===== config.mk =====
export PLATFORM = sky130hd
export DESIGN_NAME = fs_accel_pool_ctrl_flat
export DESIGN_NICKNAME = d
export VERILOG_FILES = /design/src/rtl/fs_accel_pool_ctrl_if.sv /design/src/rtl/fs_accel_pool_ctrl.sv /design/src/flat_wrapper.sv
export SDC_FILE = /design/constraint.sdc
export NUM_CORES = 1
export LEC_CHECK = 0
export CORE_AREA = 10 10 100 102
export CTS_CLUSTER_DIAMETER = 30
export CTS_CLUSTER_SIZE = 30
export DETAILED_ROUTE_END_ITERATION = 12
export DIE_AREA = 0 0 110 112
export GPL_ROUTABILITY_DRIVEN = 0
export PLACE_DENSITY = 0.82
export SYNTH_ARGS = -nofsm -noshare
export SYNTH_HDL_FRONTEND = slang
export SYNTH_SLANG_ARGS = --single-unit

===== constraint.sdc =====
create_clock -name clk -period 1.8 [get_ports clk]
set_input_delay 0.18 -clock clk [delete_from_list [all_inputs] [get_ports clk]]
set_output_delay 0.18 -clock clk [all_outputs]
set_load 0.05 [all_outputs]

===== src/rtl/fs_accel_pool_ctrl_if.sv =====
// -----------------------------------------------------------------------------
// fs_accel_pool_ctrl_if
//   Stage handshake and sideband bundle around the POOL stage controller.
//   Carries the upstream stage status (RDATA, COMPS) and the COMPS pipeline
//   register sideband in. It also carries the downstream WBACK status in.
//   It carries the POOL status and the registered POOL sideband out.
//
//   modport master : the POOL controller (consumes status/sideband, drives POOL_*)
//   modport slave  : the surrounding pipeline / environment
// -----------------------------------------------------------------------------
interface fs_accel_pool_ctrl_if #(
  parameter int ADDR_W = 32
);
  logic              RDATA_rdy;
  logic              RDATA_fin;
  logic              COMPS_rdy;
  logic              COMPS_fin;
  logic              COMPS_start;
  logic              COMPS_is_out_fin;
  logic [ADDR_W-1:0] COMPS_ps_addr;
  logic [ADDR_W-1:0] COMPS_o_addr;
  logic [3:0]        COMPS_o_quant_sel;
  logic              WBACK_rdy;
  logic              WBACK_start;
  logic              POOL_start;
  logic              POOL_rdy;
  logic              POOL_fin;
  logic              POOL_is_out_fin;
  logic [ADDR_W-1:0] POOL_ps_addr;
  logic [ADDR_W-1:0] POOL_o_addr;
  logic [3:0]        POOL_o_quant_sel;

  modport master (
    input  RDATA_rdy, RDATA_fin,
    input  COMPS_rdy, COMPS_fin, COMPS_start, COMPS_is_out_fin,
    input  COMPS_ps_addr, COMPS_o_addr, COMPS_o_quant_sel,
    input  WBACK_rdy, WBACK_start,
    output POOL_start, POOL_rdy, POOL_fin, POOL_is_out_fin,
    output POOL_ps_addr, POOL_o_addr, POOL_o_quant_sel
  );

  modport slave (
    output RDATA_rdy, RDATA_fin,
    output COMPS_rdy, COMPS_fin, COMPS_start, COMPS_is_out_fin,
    output COMPS_ps_addr, COMPS_o_addr, COMPS_o_quant_sel,
    output WBACK_rdy, WBACK_start,
    input  POOL_start, POOL_rdy, POOL_fin, POOL_is_out_fin,
    input  POOL_ps_addr, POOL_o_addr, POOL_o_quant_sel
  );
endinterface


===== src/rtl/fs_accel_pool_ctrl.sv =====
// -----------------------------------------------------------------------------
// fs_accel_pool_ctrl
//   Stage controller for POOL in the RDATA -> COMPS -> POOL -> WBACK pipeline.
//   All four stage controllers advance together on a common "adv" condition.
//   On each advance that carries a new COMPS item, the COMPS sideband is
//   registered into POOL_*. The item is then run through the pooling unit.
//   The run is either a single bypass cycle, or a W-cycle pool window with
//   first/last markers. After the run the controller waits in a ready state.
//
// Ports
//   clk, resetn          clock, asynchronous active-low reset
//   enb                  global stage enable; 0 freezes FSM, counter, flops
//   cfg_layer_typ        0=CONV, 1=DENSE, 2=MIXED, others behave as DENSE
//   cfg_pool_enb         1 = pool completed output tiles, 0 = always bypass
//   cfg_pool_win         pool window length in cycles (0 behaves as 1)
//   ifc (master)         stage status in, COMPS sideband in, POOL_* out
//   acc_matrix_rd_enb    accumulate-matrix read strobe (every run cycle)
//   pool_enb             pool unit compare/accumulate enable
//   pool_first           first window cycle (pool unit reloads)
//   pool_last            last window cycle
//   pool_bypass          pass accumulator value through unpooled
// -----------------------------------------------------------------------------
module fs_accel_pool_ctrl #(
  parameter int ADDR_W = 32,
  parameter int CNT_W  = 3
) (
  input  logic                clk,
  input  logic                resetn,
  input  logic                enb,
  input  logic [3:0]          cfg_layer_typ,
  input  logic                cfg_pool_enb,
  input  logic [CNT_W-1:0]    cfg_pool_win,
  fs_accel_pool_ctrl_if.master ifc,
  output logic                acc_matrix_rd_enb,
  output logic                pool_enb,
  output logic                pool_first,
  output logic                pool_last,
  output logic                pool_bypass
);

  typedef enum logic [1:0] {
    P_START  = 2'd0,
    P_RUN    = 2'd1,
    P_WAIT   = 2'd2,
    P_FINISH = 2'd3
  } state_t;

  state_t            state, state_nxt;
  logic [CNT_W-1:0]  cnt, cnt_nxt;

  logic              is_out_fin_p1;
  logic [ADDR_W-1:0] ps_addr_p1;
  logic [ADDR_W-1:0] o_addr_p1;
  logic [3:0]        o_quant_sel_p1;

  logic              st_start, st_rdy, st_fin;
  logic              adv, load;
  logic              pool_act, do_pool;
  logic [CNT_W-1:0]  win_eff;
  logic              cnt_last;

  // COMPS_start is part of the stage bundle but plays no role in POOL control.
  logic              unused_comps_start;
  assign unused_comps_start = ifc.COMPS_start;

  // Stage status is a pure decode of the state register, so adv never
  // loops back through the next-state logic.
  assign st_start = (state == P_START);
  assign st_rdy   = (state == P_WAIT);
  assign st_fin   = (state == P_FINISH);

  assign adv  = (ifc.RDATA_rdy | ifc.RDATA_fin) &
                (ifc.COMPS_rdy | ifc.COMPS_fin) &
                (st_rdy        | st_start)      &
                (ifc.WBACK_rdy | ifc.WBACK_start) &
                enb;

  // Any advance that carries a COMPS item loads the sideband, even when
  // COMPS_fin arrives alongside it.
  assign load = adv & ifc.COMPS_rdy;

  // Only CONV and MIXED layers pool; every other type code is DENSE.
  assign pool_act = cfg_pool_enb & ((cfg_layer_typ == 4'd0) | (cfg_layer_typ == 4'd2));
  // Partial output tiles are never pooled; they pass through.
  assign do_pool  = pool_act & is_out_fin_p1;

  assign win_eff  = (cfg_pool_win == '0) ? CNT_W'(1) : cfg_pool_win;
  assign cnt_last = (cnt == (win_eff - CNT_W'(1)));

  // ---- stage p0 -> p1 : COMPS sideband into POOL pipeline register ----
  always_ff @(posedge clk or negedge resetn) begin
    if (!resetn) begin
      is_out_fin_p1  <= 1'b0;
      ps_addr_p1     <= '0;
      o_addr_p1      <= '0;
      o_quant_sel_p1 <= '0;
    end else if (load) begin
      is_out_fin_p1  <= ifc.COMPS_is_out_fin;
      ps_addr_p1     <= ifc.COMPS_ps_addr;
      o_addr_p1      <= ifc.COMPS_o_addr;
      o_quant_sel_p1 <= ifc.COMPS_o_quant_sel;
    end
  end

  // ---- control state ----
  always_ff @(posedge clk or negedge resetn) begin
    if (!resetn) begin
      state <= P_START;
      cnt   <= '0;
    end else begin
      state <= state_nxt;
      cnt   <= cnt_nxt;
    end
  end

  always_comb begin
    state_nxt         = state;
    cnt_nxt           = cnt;
    acc_matrix_rd_enb = 1'b0;
    pool_enb          = 1'b0;
    pool_first        = 1'b0;
    pool_last         = 1'b0;
    pool_bypass       = 1'b0;
    case (state)
      P_START: begin
        if (load) begin
          state_nxt = P_RUN;
          cnt_nxt   = '0;
        end else if (adv & ifc.COMPS_fin) begin
          state_nxt = P_FINISH;
        end
      end
      P_RUN: begin
        acc_matrix_rd_enb = 1'b1;
        if (!do_pool) begin
          pool_bypass = 1'b1;
          if (enb) state_nxt = P_WAIT;
        end else begin
          pool_enb   = 1'b1;
          pool_first = (cnt == '0);
          pool_last  = cnt_last;
          if (enb) begin
            if (cnt_last) begin
              state_nxt = P_WAIT;
              cnt_nxt   = '0;
            end else begin
              cnt_nxt = cnt + CNT_W'(1);
            end
          end
        end
      end
      P_WAIT: begin
        if (adv) begin
          if (ifc.COMPS_fin) begin
            state_nxt = P_FINISH;
          end else begin
            state_nxt = P_RUN;
            cnt_nxt   = '0;
          end
        end
      end
      P_FINISH: begin
        state_nxt = P_FINISH;
      end
      default: begin
        state_nxt = P_START;
      end
    endcase
  end

  assign ifc.POOL_start       = st_start;
  assign ifc.POOL_rdy         = st_rdy;
  assign ifc.POOL_fin         = st_fin;
  assign ifc.POOL_is_out_fin  = is_out_fin_p1;
  assign ifc.POOL_ps_addr     = ps_addr_p1;
  assign ifc.POOL_o_addr      = o_addr_p1;
  assign ifc.POOL_o_quant_sel = o_quant_sel_p1;

endmodule


===== src/flat_wrapper.sv =====
// flat-port wrapper written by rule: the top's interface ports become plain ports
module fs_accel_pool_ctrl_flat 
#(
  parameter int ADDR_W = 32,
  parameter int CNT_W  = 3
)
  (clk, resetn, enb, cfg_layer_typ, cfg_pool_enb, cfg_pool_win, acc_matrix_rd_enb, pool_enb, pool_first, pool_last, pool_bypass, ifc_RDATA_rdy, ifc_RDATA_fin, ifc_COMPS_rdy, ifc_COMPS_fin, ifc_COMPS_start, ifc_COMPS_is_out_fin, ifc_COMPS_ps_addr, ifc_COMPS_o_addr, ifc_COMPS_o_quant_sel, ifc_WBACK_rdy, ifc_WBACK_start, ifc_POOL_start, ifc_POOL_rdy, ifc_POOL_fin, ifc_POOL_is_out_fin, ifc_POOL_ps_addr, ifc_POOL_o_addr, ifc_POOL_o_quant_sel);
  fs_accel_pool_ctrl_if #(.ADDR_W(ADDR_W)) ifc_i ();
  input  logic clk;
  input  logic resetn;
  input  logic enb;
  input  logic [3:0] cfg_layer_typ;
  input  logic cfg_pool_enb;
  input  logic [CNT_W-1:0] cfg_pool_win;
  output logic acc_matrix_rd_enb;
  output logic pool_enb;
  output logic pool_first;
  output logic pool_last;
  output logic pool_bypass;
  input wire logic [$bits(ifc_i.RDATA_rdy)-1:0] ifc_RDATA_rdy;
  input wire logic [$bits(ifc_i.RDATA_fin)-1:0] ifc_RDATA_fin;
  input wire logic [$bits(ifc_i.COMPS_rdy)-1:0] ifc_COMPS_rdy;
  input wire logic [$bits(ifc_i.COMPS_fin)-1:0] ifc_COMPS_fin;
  input wire logic [$bits(ifc_i.COMPS_start)-1:0] ifc_COMPS_start;
  input wire logic [$bits(ifc_i.COMPS_is_out_fin)-1:0] ifc_COMPS_is_out_fin;
  input wire logic [$bits(ifc_i.COMPS_ps_addr)-1:0] ifc_COMPS_ps_addr;
  input wire logic [$bits(ifc_i.COMPS_o_addr)-1:0] ifc_COMPS_o_addr;
  input wire logic [$bits(ifc_i.COMPS_o_quant_sel)-1:0] ifc_COMPS_o_quant_sel;
  input wire logic [$bits(ifc_i.WBACK_rdy)-1:0] ifc_WBACK_rdy;
  input wire logic [$bits(ifc_i.WBACK_start)-1:0] ifc_WBACK_start;
  output wire logic [$bits(ifc_i.POOL_start)-1:0] ifc_POOL_start;
  output wire logic [$bits(ifc_i.POOL_rdy)-1:0] ifc_POOL_rdy;
  output wire logic [$bits(ifc_i.POOL_fin)-1:0] ifc_POOL_fin;
  output wire logic [$bits(ifc_i.POOL_is_out_fin)-1:0] ifc_POOL_is_out_fin;
  output wire logic [$bits(ifc_i.POOL_ps_addr)-1:0] ifc_POOL_ps_addr;
  output wire logic [$bits(ifc_i.POOL_o_addr)-1:0] ifc_POOL_o_addr;
  output wire logic [$bits(ifc_i.POOL_o_quant_sel)-1:0] ifc_POOL_o_quant_sel;
  assign ifc_i.RDATA_rdy = ifc_RDATA_rdy;
  assign ifc_i.RDATA_fin = ifc_RDATA_fin;
  assign ifc_i.COMPS_rdy = ifc_COMPS_rdy;
  assign ifc_i.COMPS_fin = ifc_COMPS_fin;
  assign ifc_i.COMPS_start = ifc_COMPS_start;
  assign ifc_i.COMPS_is_out_fin = ifc_COMPS_is_out_fin;
  assign ifc_i.COMPS_ps_addr = ifc_COMPS_ps_addr;
  assign ifc_i.COMPS_o_addr = ifc_COMPS_o_addr;
  assign ifc_i.COMPS_o_quant_sel = ifc_COMPS_o_quant_sel;
  assign ifc_i.WBACK_rdy = ifc_WBACK_rdy;
  assign ifc_i.WBACK_start = ifc_WBACK_start;
  assign ifc_POOL_start = ifc_i.POOL_start;
  assign ifc_POOL_rdy = ifc_i.POOL_rdy;
  assign ifc_POOL_fin = ifc_i.POOL_fin;
  assign ifc_POOL_is_out_fin = ifc_i.POOL_is_out_fin;
  assign ifc_POOL_ps_addr = ifc_i.POOL_ps_addr;
  assign ifc_POOL_o_addr = ifc_i.POOL_o_addr;
  assign ifc_POOL_o_quant_sel = ifc_i.POOL_o_quant_sel;
  fs_accel_pool_ctrl #(.ADDR_W(ADDR_W), .CNT_W(CNT_W)) u_core (.clk(clk), .resetn(resetn), .enb(enb), .cfg_layer_typ(cfg_layer_typ), .cfg_pool_enb(cfg_pool_enb), .cfg_pool_win(cfg_pool_win), .ifc(ifc_i), .acc_matrix_rd_enb(acc_matrix_rd_enb), .pool_enb(pool_enb), .pool_first(pool_first), .pool_last(pool_last), .pool_bypass(pool_bypass));
endmodule

==> results of run 1 <==
[path summary, 6_finish.rpt]
check	endpoint	cells after the start	slack (ns)	start
max	pool_first	5	0.02	u_core.state[1]
min	u_core.ifc.POOL_ps_addr[20]	2	0.33	resetn
max reg2reg	u_core.state[1]	6	0.12	u_core.cnt[2]
min reg2reg	u_core.ifc.POOL_o_addr[17]	1	0.49	u_core.ifc.POOL_o_addr[17]
max in group asynchronous	u_core.ifc.POOL_o_addr[22]	3	0.88	resetn
min in group clk	u_core.ifc.POOL_o_addr[9]	2	0.43	ifc_COMPS_o_addr[9]
[cells by family (layout without fill, tap and decap cells)]
family	Yosys count	count (layout)	synth area share (%)
AOI/OAI and AO/OA	13	13	3.513
xor gates and xnor gates	3	3	1.322
adders and majority gates	3	3	1.240
buffers and inverters	16	202	2.603
DFF	74	74	61.16
muxes	69	69	25.66
and+or+nand+nor	25	25	4.504
[flip-flops by register name, summed over array words and instances, names as in the netlist]
register / cells
u_core.ifc.POOL_o_quant_sel: 4
u_core.ifc.POOL_ps_addr: 32
u_core.cnt: 3
u_core.ifc.POOL_is_out_fin: 1
u_core.state: 2
u_core.ifc.POOL_o_addr: 32
[layer usage]
layer  wire, um  GRT usage [%]
met5          0              0
met1       3049          14.32
met4        140          4.861
met2       4520          23.96
met3        905          5.594
[cell usage in the layout (no fill, tap or decap), drive strengths merged]
| cell type | count |
|---|---|
| xnor2 | 1 |
| clkinv | 1 |
| ha | 3 |
| clkinvlp | 4 |
| nor3 | 2 |
| mux2 | 69 |
| dfrtp | 74 |
| a2bb2oi | 2 |
| o211ai | 1 |
| o31ai | 1 |
| nor3b | 3 |
| buf | 25 |
| clkdlybuf4s50 | 149 |
| o2bb2ai | 2 |
| o221ai | 1 |
| xor2 | 1 |
| nor2b | 1 |
| o41ai | 1 |
| o21bai | 1 |
| or2 | 2 |
| nor2 | 6 |
| xnor3 | 1 |
| nand2 | 4 |
| o21ai | 2 |
| and2 | 2 |
| a31oi | 1 |
| nor4 | 1 |
| nand3b | 1 |
| nand2b | 1 |
| nand3 | 2 |
| inv | 9 |
| a31o | 1 |
| dlygate4sd3 | 1 |
| clkbuf | 10 |
| dlygate4sd2 | 3 |
[power groups by stage]
stage                     clock network (mW)  registers, mW  logic [mW]
after floorplan                            0           5.64        1.06
after global placement                     0           2.88        5.95
after detailed placement                   0           2.93        6.02
after CTS                               1.25           2.91        6.06
after global routing                    1.34           3.01        6.20
final                                   1.20           2.89        5.98
[stage by stage]
step	cells	instance area, sq um
finish	494	5174
detailed placement	473	4926
global placement	473	4926
global route	494	5174
floorplan	203	3070
CTS	493	5166
[repair_timing]
| item | 4_1_cts | 5_1_grt |
|---|---|---|
| resized for setup | 7 | 0 |
| hold buffers | 1 | 0 |
| endpoints found under the setup margin | 3 | 5 |
| hold endpoints to repair | 33 | 0 |
| setup buffers | 3 | 1 |
| pin swaps | 5 | 4 |
| gates cloned | 0 | 0 |
[cell type report]
type                       count  area (sq um)  share of cell area, %
sequential                    74          1853                  35.82
timing repair buffer         178          1803                  34.85
multi-input combinational    113          1166                  22.54
clock buffer                  10         137.6                  2.660
tap                          105         131.4                  2.539
clock inverter                 6         48.80                 0.9432
inverter                       8         33.78                 0.6530
[worst max-delay path, delay by kind of cell (launching register included)]
family	cells	cell delay [ns]
DFF	1	0.46
and+or+nand+nor	3	0.55
buffers and inverters	2	0.25
==> impl_metrics.tcl, run 1 <==
set metrics [dict create \
    run_status "complete, no violations" \
    cts_max_path_buffers 2 \
    synthFlopType "dfrtp_1" \
    worstMarginPinSlew_ns 0.5452 \
    finalHoldWorstSlack_ns 0.3328 \
    fin_skew_ns 0.008470 \
    initial_core_util_pct 37.61 \
    yosysTopAreaCell "dfrtp_1" \
    async_reset_ff_share_pct 100.0 \
    start_kind "flip-flop" \
    clk_pin_slew_worst_paths_ns 0.09 \
    fill_cells 637 \
    die_y_um 112 \
    cts_buffers 9 \
    via_per_inst 4.690 \
    worstSetupPathType "reg2out" \
    power_leakage_nw 2.161 \
    crit_path_top_delay_cell "dfrtp_1" \
    synth_area_sq_um 3028 \
    htreeDepth 3 \
    antenna_left 0 \
    cp.required_ns 1.62 \
    critPathMaxStageDelay_ns 0.46 \
    antenna_cells 0 \
    grt_pass1_wl_um 13220 \
    grt_pass1_vias 2479 \
    drc 0 \
    setup_violations 0 \
    ys_ff_latch 74 \
    die_w_um 110 \
    period_needed_ns 1.777 \
    nets 474 \
    cts_tree "yes" \
    maxSlewHeadroom_pct 63.54 \
    irDropWorstVdd_mv 0.8687 \
    path_cells "nand2b_4, clkinvlp_4, nand2_2, nor3b_4, buf_12" \
    rsz0062_at_grt "yes" \
    pwr-share-clk_pct 11.9 \
    drive_gt1_share_pct 29.31 \
    hpwl_um 6799 \
    row_count 33 \
    syn2layout_area_growth_pct 70.87 \
    drt-total-wl_um 8616 \
    cp_max_fo 8 \
    fin_total_pwr_mw 10.08 \
    ys_seq_area_share_pct 61.16 \
    internal_power_mw 5.240 \
    syn_inst 203 \
    ys_top_cells_by_count "74 x dfrtp_1, 59 x mux2_2, 10 x mux2_1" \
    grt_max_degree 42 \
    vias 2317 \
    port_buffers 161 \
    dr.first_iter.drc_count 66 \
    drv_cap 0 \
    synth.avg_cell_area_sq_um 14.92 \
    p_switching_mw 4.836 \
    syn_nets 293 \
    final_util_pct 64.26 \
    pwr-share-seq_pct 28.7 \
    timing.final.crit_share_pct 98.74 \
    boundaryPins 164 \
    combPwrFrac_pct 59.4 \
    p_per_area_nw_per_um2 1947 \
    worstSetupEndpointType "primary output" \
    dr.pass1.iters 4 \
    p_sw_share_pct 47.99 \
    setup_tns_ns 0 \
    fin_ws_ns 0.02264 \
    arrival_ns 1.60 \
    dp_slack_ns -0.1999 \
    hold_viol 0 \
    worst_hold_path_type "in2async" \
    synth_top_area_share_pct 61.16 \
    synth_cell_type_count 34 \
    cts_sinks 74 \
    dieArea_sq_um 12320 \
    cts_root_buffer "clkbuf_8" \
    wl_per_cell_um 17.44 \
    grt_overflow 0 \
    synth_edf_count 0 \
    insertion_delay_ns 0.34 \
    clock.fmax_ghz 0.5626 \
    synth.most_common_cell "dfrtp_1" \
    core-area_sq_um 8051 \
    yosys_warnings 0 \
    track_usage_pct 13.73 \
    antenna_found_initial 0 \
    ys_top_cells_by_area "dfrtp_1 61%, mux2_2 22%, mux2_1 3.7%, ha_1 1.2%, buf_2 0.99%" \
    drv_slew 0 \
]
Power figures use the tool's default switching activity.
==> run 2: changes to the inputs <==
SKIP_CTS_REPAIR_TIMING = 1   (was unset)
==> run 2 against run 1 <==
Net effect:
- the run now ends with negative setup slack left
- utilization is 0.23 points higher
- maximum frequency shrank 2.2%
- critical path depth increased by 3
- first-iteration DRC count fell by 3.0%
- sequential share of layout area decreased by 0.11 points
- global-route usage is 0.20 points lower
- final cell count is 0.20% lower
- critical endpoint is now pool_last
- largest power group unchanged
==> impl_metrics.tcl, run 2 (synthesis results as in run 1) <==
set metrics [dict create \
    via_per_inst 4.657 \
    htreeDepth 3 \
    syn2layout_area_growth_pct 71.49 \
    arrival_ns 1.64 \
    dr.pass1.iters 4 \
    r2r-start "u_core.cnt[2]" \
    boundaryPins 164 \
    cp_max_fo 2 \
    fin_ws_ns -0.01825 \
    grt_pass1_wl_um 13030 \
    core-area_sq_um 8051 \
    worstMarginPinSlew_ns 0.5426 \
    dieArea_sq_um 12320 \
    final_cell_mix "150 x clkdlybuf4s50_1, 72 x dfrtp_1, 59 x mux2_2" \
    irDropWorstVdd_mv 0.8712 \
    fin_skew_ns 0.008248 \
    drv_cap 0 \
    cts_sinks 74 \
    drv_slew 0 \
    fin_total_pwr_mw 10.07 \
    cp.required_ns 1.62 \
    worstSetupPathType "in2out" \
    antenna_left 0 \
    maxSlewHeadroom_pct 63.71 \
    worst_hold_path_type "in2async" \
    worstSetupEndpointType "primary output" \
    start_kind "input pin" \
    die_y_um 112 \
    run_status "complete, but fails checks" \
    placed_area_sq_um 4926 \
    drc 0 \
    worstSetupStartpoint "cfg_pool_win[0]" \
    clock.fmax_ghz 0.5500 \
    antenna_found_initial 0 \
    cts_tree "yes" \
    layout_commonest_cell "clkdlybuf4s50_1" \
    dr.first_iter.drc_count 64 \
    cts_max_path_buffers 2 \
    timing.final.crit_share_pct 101.0 \
    setup_tns_ns -0.01825 \
    cts_buffers 9 \
    port_buffers 161 \
    nets 473 \
    insertion_delay_ns 0.34 \
    grt_max_degree 42 \
    die_w_um 110 \
    rsz0062_at_grt "yes" \
    grt_overflow 0 \
    initial_core_util_pct 37.61 \
    cts_root_buffer "clkbuf_8" \
    hold_viol 0 \
    setup_violations 1 \
    grt_pass1_vias 2428 \
    vias 2296 \
    antenna_cells 0 \
    p_per_area_nw_per_um2 1940 \
    row_count 33 \
    track_usage_pct 13.53 \
    violations "negative setup slack" \
    wl_per_cell_um 17.52 \
    period_needed_ns 1.818 \
    hpwl_um 6799 \
    clk_pin_slew_worst_paths_ns 0.09 \
    power_leakage_nw 2.161 \
    drt-total-wl_um 8639 \
    final_area_sq_um 5192 \
    drive_gt1_share_pct 30.41 \
]
run 2: cell type report:
cell class,count,area (sq um)
Clock inverter,6,48.80
Clock buffer,10,137.6
Fill cell,636,2859
Tap cell,105,131.4
Multi-Input combinational cell,113,1182
Timing Repair Buffer,177,1804
Inverter,8,33.78
Sequential cell,74,1854
run 2: path summary, 6_finish.rpt:
path / to / slack, ns / cells past startpoint
worst max-delay path: pool_last / -0.02 / 8
min in group clk: u_core.ifc.POOL_o_addr[9] / 0.43 / 2
worst min register to register: u_core.ifc.POOL_o_addr[17] / 0.49 / 1
worst max register to register: u_core.state[1] / 0.21 / 5
max in group asynchronous: u_core.ifc.POOL_o_addr[5] / 0.88 / 3
worst min-delay path: u_core.ifc.POOL_ps_addr[20] / 0.33 / 2
run 2: routing by layer:
layer	vias up	global-route usage, %	part of all wire, %
met5	-	0	0
met3	12	5.594	11
met1	1113	14.25	36
met2	92	23.37	52
met4	0	4.861	1.5
li1	1079	-	-
run 2: critical path: stages:
cell             delay (ns)
clkdlybuf4s50_1        0.39
o21bai_4               0.17
buf_4                  0.13
buf_4                  0.12
xnor2_1                0.13
buf_4                  0.15
nor3_4                 0.19
buf_12                 0.16
run 2: stage by stage:
step,std cells,util (%),hold slack [ns],worst slack (ns)
final,493,64.49,0.3340,-0.01825
after global routing,493,64.49,0.3573,-0.07001
after CTS,489,63.50,-0.2167,-0.1990
after detailed placement,473,61.18,0.1619,-0.1999
after global placement,473,61.18,0.1604,-0.1546
after floorplan,203,-,-0.1156,0.03105
run 2: power breakdown:
group	internal (mW)	total, mW	switching, mW
registers	2.46	2.88	0.419
logic	2.23	5.99	3.77
clock network	0.550	1.20	0.647
total	5.24	10.1	4.83
==> run 3: changes to the inputs <==
SETUP_SLACK_MARGIN = 0.5   (was unset)
==> run 3 against run 2 <==
Net effect:
- final cell count rose by 6.1%
- highest routed layer unchanged
- final area rose by 11%
- die area did not move
- combinational power rose by 5.5%
- critical endpoint is now pool_first
- the run now ends clean
==> impl_metrics.tcl, run 3 (synthesis results as in run 1) <==
set metrics [dict create \
    irDropWorstVdd_mv 0.8876 \
    grt_pass1_vias 2486 \
    nets 501 \
    fin_ws_ns 0.03279 \
    arrival_ns 1.59 \
    boundaryPins 164 \
    cp.required_ns 1.62 \
    critPathMaxStageDelay_ns 0.46 \
    final_util_pct 71.30 \
    start_kind "flip-flop" \
    worstSetupEndpointType "primary output" \
    antenna_left 0 \
    dr.first_iter.drc_count 101 \
    via_per_inst 4.772 \
    setup_violations 0 \
    met1_usage_pct 15.28 \
    fin_total_pwr_mw 10.87 \
    cts_sinks 74 \
    track_usage_pct 14.21 \
    pwr-share-seq_pct 27.2 \
    cts_root_buffer "clkbuf_8" \
    met2_usage_pct 24.83 \
    grt.met3_usage_pct 5.594 \
    power_leakage_nw 2.740 \
    vias 2496 \
    dr.pass1.iters 4 \
    worstMarginPinSlew_ns 0.5099 \
    min_path_cells 3 \
    core-area_sq_um 8051 \
    die_y_um 112 \
    wl_per_cell_um 21.07 \
    dp_slack_ns -0.2269 \
    final_area_sq_um 5741 \
    port_buffers 161 \
    combPwrFrac_pct 58.2 \
    dieArea_sq_um 12320 \
    cts_buffers 9 \
    drive_gt1_share_pct 57.69 \
    path_cells "nand2b_4, clkinvlp_4, nand2_4, nor3b_4, buf_12" \
    drc 0 \
    p_switching_mw 5.155 \
    hpwl_um 7163 \
    cp_num_buf_inv 2 \
    period_needed_ns 1.767 \
    antenna_found_initial 2 \
    timing.final.crit_share_pct 98.18 \
    fill_cells 547 \
    drv_cap 0 \
    die_w_um 110 \
    layout_commonest_cell "clkdlybuf4s50_1" \
    crit_path_top_delay_cell "dfrtp_2" \
    final_cell_mix "75 x clkdlybuf4s50_1, 69 x mux2_4, 69 x clkbuf_2, 69 x dfrtp_1, 20 x buf_4" \
    run_status "complete, no violations" \
    placed_area_sq_um 5042 \
    clk_pin_slew_worst_paths_ns 0.08 \
    pwr-share-clk_pct 14.6 \
    cp_top_family "simple AND/OR/NAND/NOR gates" \
    cts_max_path_buffers 2 \
    drt-total-wl_um 11020 \
    p_per_area_nw_per_um2 1893 \
    worst_hold_path_type "in2reg" \
    crit_cells 5 \
    clock.fmax_ghz 0.5659 \
    grt_max_degree 39 \
    drv_slew 0 \
    cts_tree "yes" \
    hold_viol 0 \
    busiest_layer "met2" \
    grt_overflow 0 \
    insertion_delay_ns 0.34 \
    syn2layout_area_growth_pct 89.59 \
    grt_pass1_wl_um 13780 \
    fin_skew_ns 0.008938 \
    cp_max_fo 6 \
    initial_core_util_pct 37.61 \
    internal_power_mw 5.711 \
    p_sw_share_pct 47.44 \
    htreeDepth 3 \
    rsz0062_at_grt "yes" \
    r2r_cells 5 \
    worstSetupPathType "reg2out" \
    maxSlewHeadroom_pct 65.95 \
    row_count 33 \
    setup_tns_ns 0 \
]
run 3: cell count changes in the layout (fill, tap and decap cells not counted), sizes merged:
cell,delta
diode,+2
buf,+22
clkbuf,+77
inv,-2
clkinvlp,-3
dlymetal6s2s,+6
clkdlybuf4s50,-75
bufinv,+3
run 3: cell type report:
type                            instances  area [sq um]  share of cell area (%)
Clock buffer                           12         145.1                   2.528
Clock inverter                          4         98.84                   1.722
Inverter                                8         33.78                  0.5885
Sequential cell                        74          1858                   32.37
Multi-Input combinational cell        113          1563                   27.22
Tap cell                              105         131.4                   2.289
Timing Repair Buffer                  205          1906                   33.20
Antenna cell                            2         5.005                 0.08718
run 3: per-stage QoR:
stage,std cells,hold slack (ns)
global placement,474,0.1523
detailed placement,474,0.1488
finish,523,0.2372
global route,523,0.2682
CTS,490,-0.2250
floorplan,203,-0.1156
run 3: power by group through the flow:
stage	clock network, mW	registers [mW]	logic, mW
2_1_floorplan	0	5.66	1.20
3_3_place_gp	0	2.90	6.16
4_1_cts	1.61	2.93	6.26
5_1_grt	1.70	3.06	6.58
6_report	1.59	2.96	6.32
3_5_place_dp	0	2.97	6.25
run 3: tightest hold or removal path: cells and delay by family:
family / cells / cell delay (ns)
buf+inv: 2 / 0.29
compound gates: 1 / 0.07
run 3: path summary, 6_finish.rpt:
check / endpoint / slack (ns) / start
setup / recovery: pool_first / 0.03 / u_core.state[1]
hold / removal: u_core.state[0] / 0.24 / enb
setup reg to reg: u_core.ifc.POOL_ps_addr[12] / 0.16 / u_core.state[0]
hold reg to reg: u_core.ifc.POOL_ps_addr[1] / 0.51 / u_core.ifc.POOL_ps_addr[1]
max in group asynchronous: u_core.ifc.POOL_o_addr[6] / 0.92 / resetn
min in group asynchronous: u_core.ifc.POOL_o_addr[10] / 0.32 / resetn
run 3: metal layers:
layer / routed length [um] / up-vias
li1: - / 1141
met1: 4305 / 1249
met2: 5687 / 95
met3: 927 / 11
met4: 99 / 0
met5: 0 / -
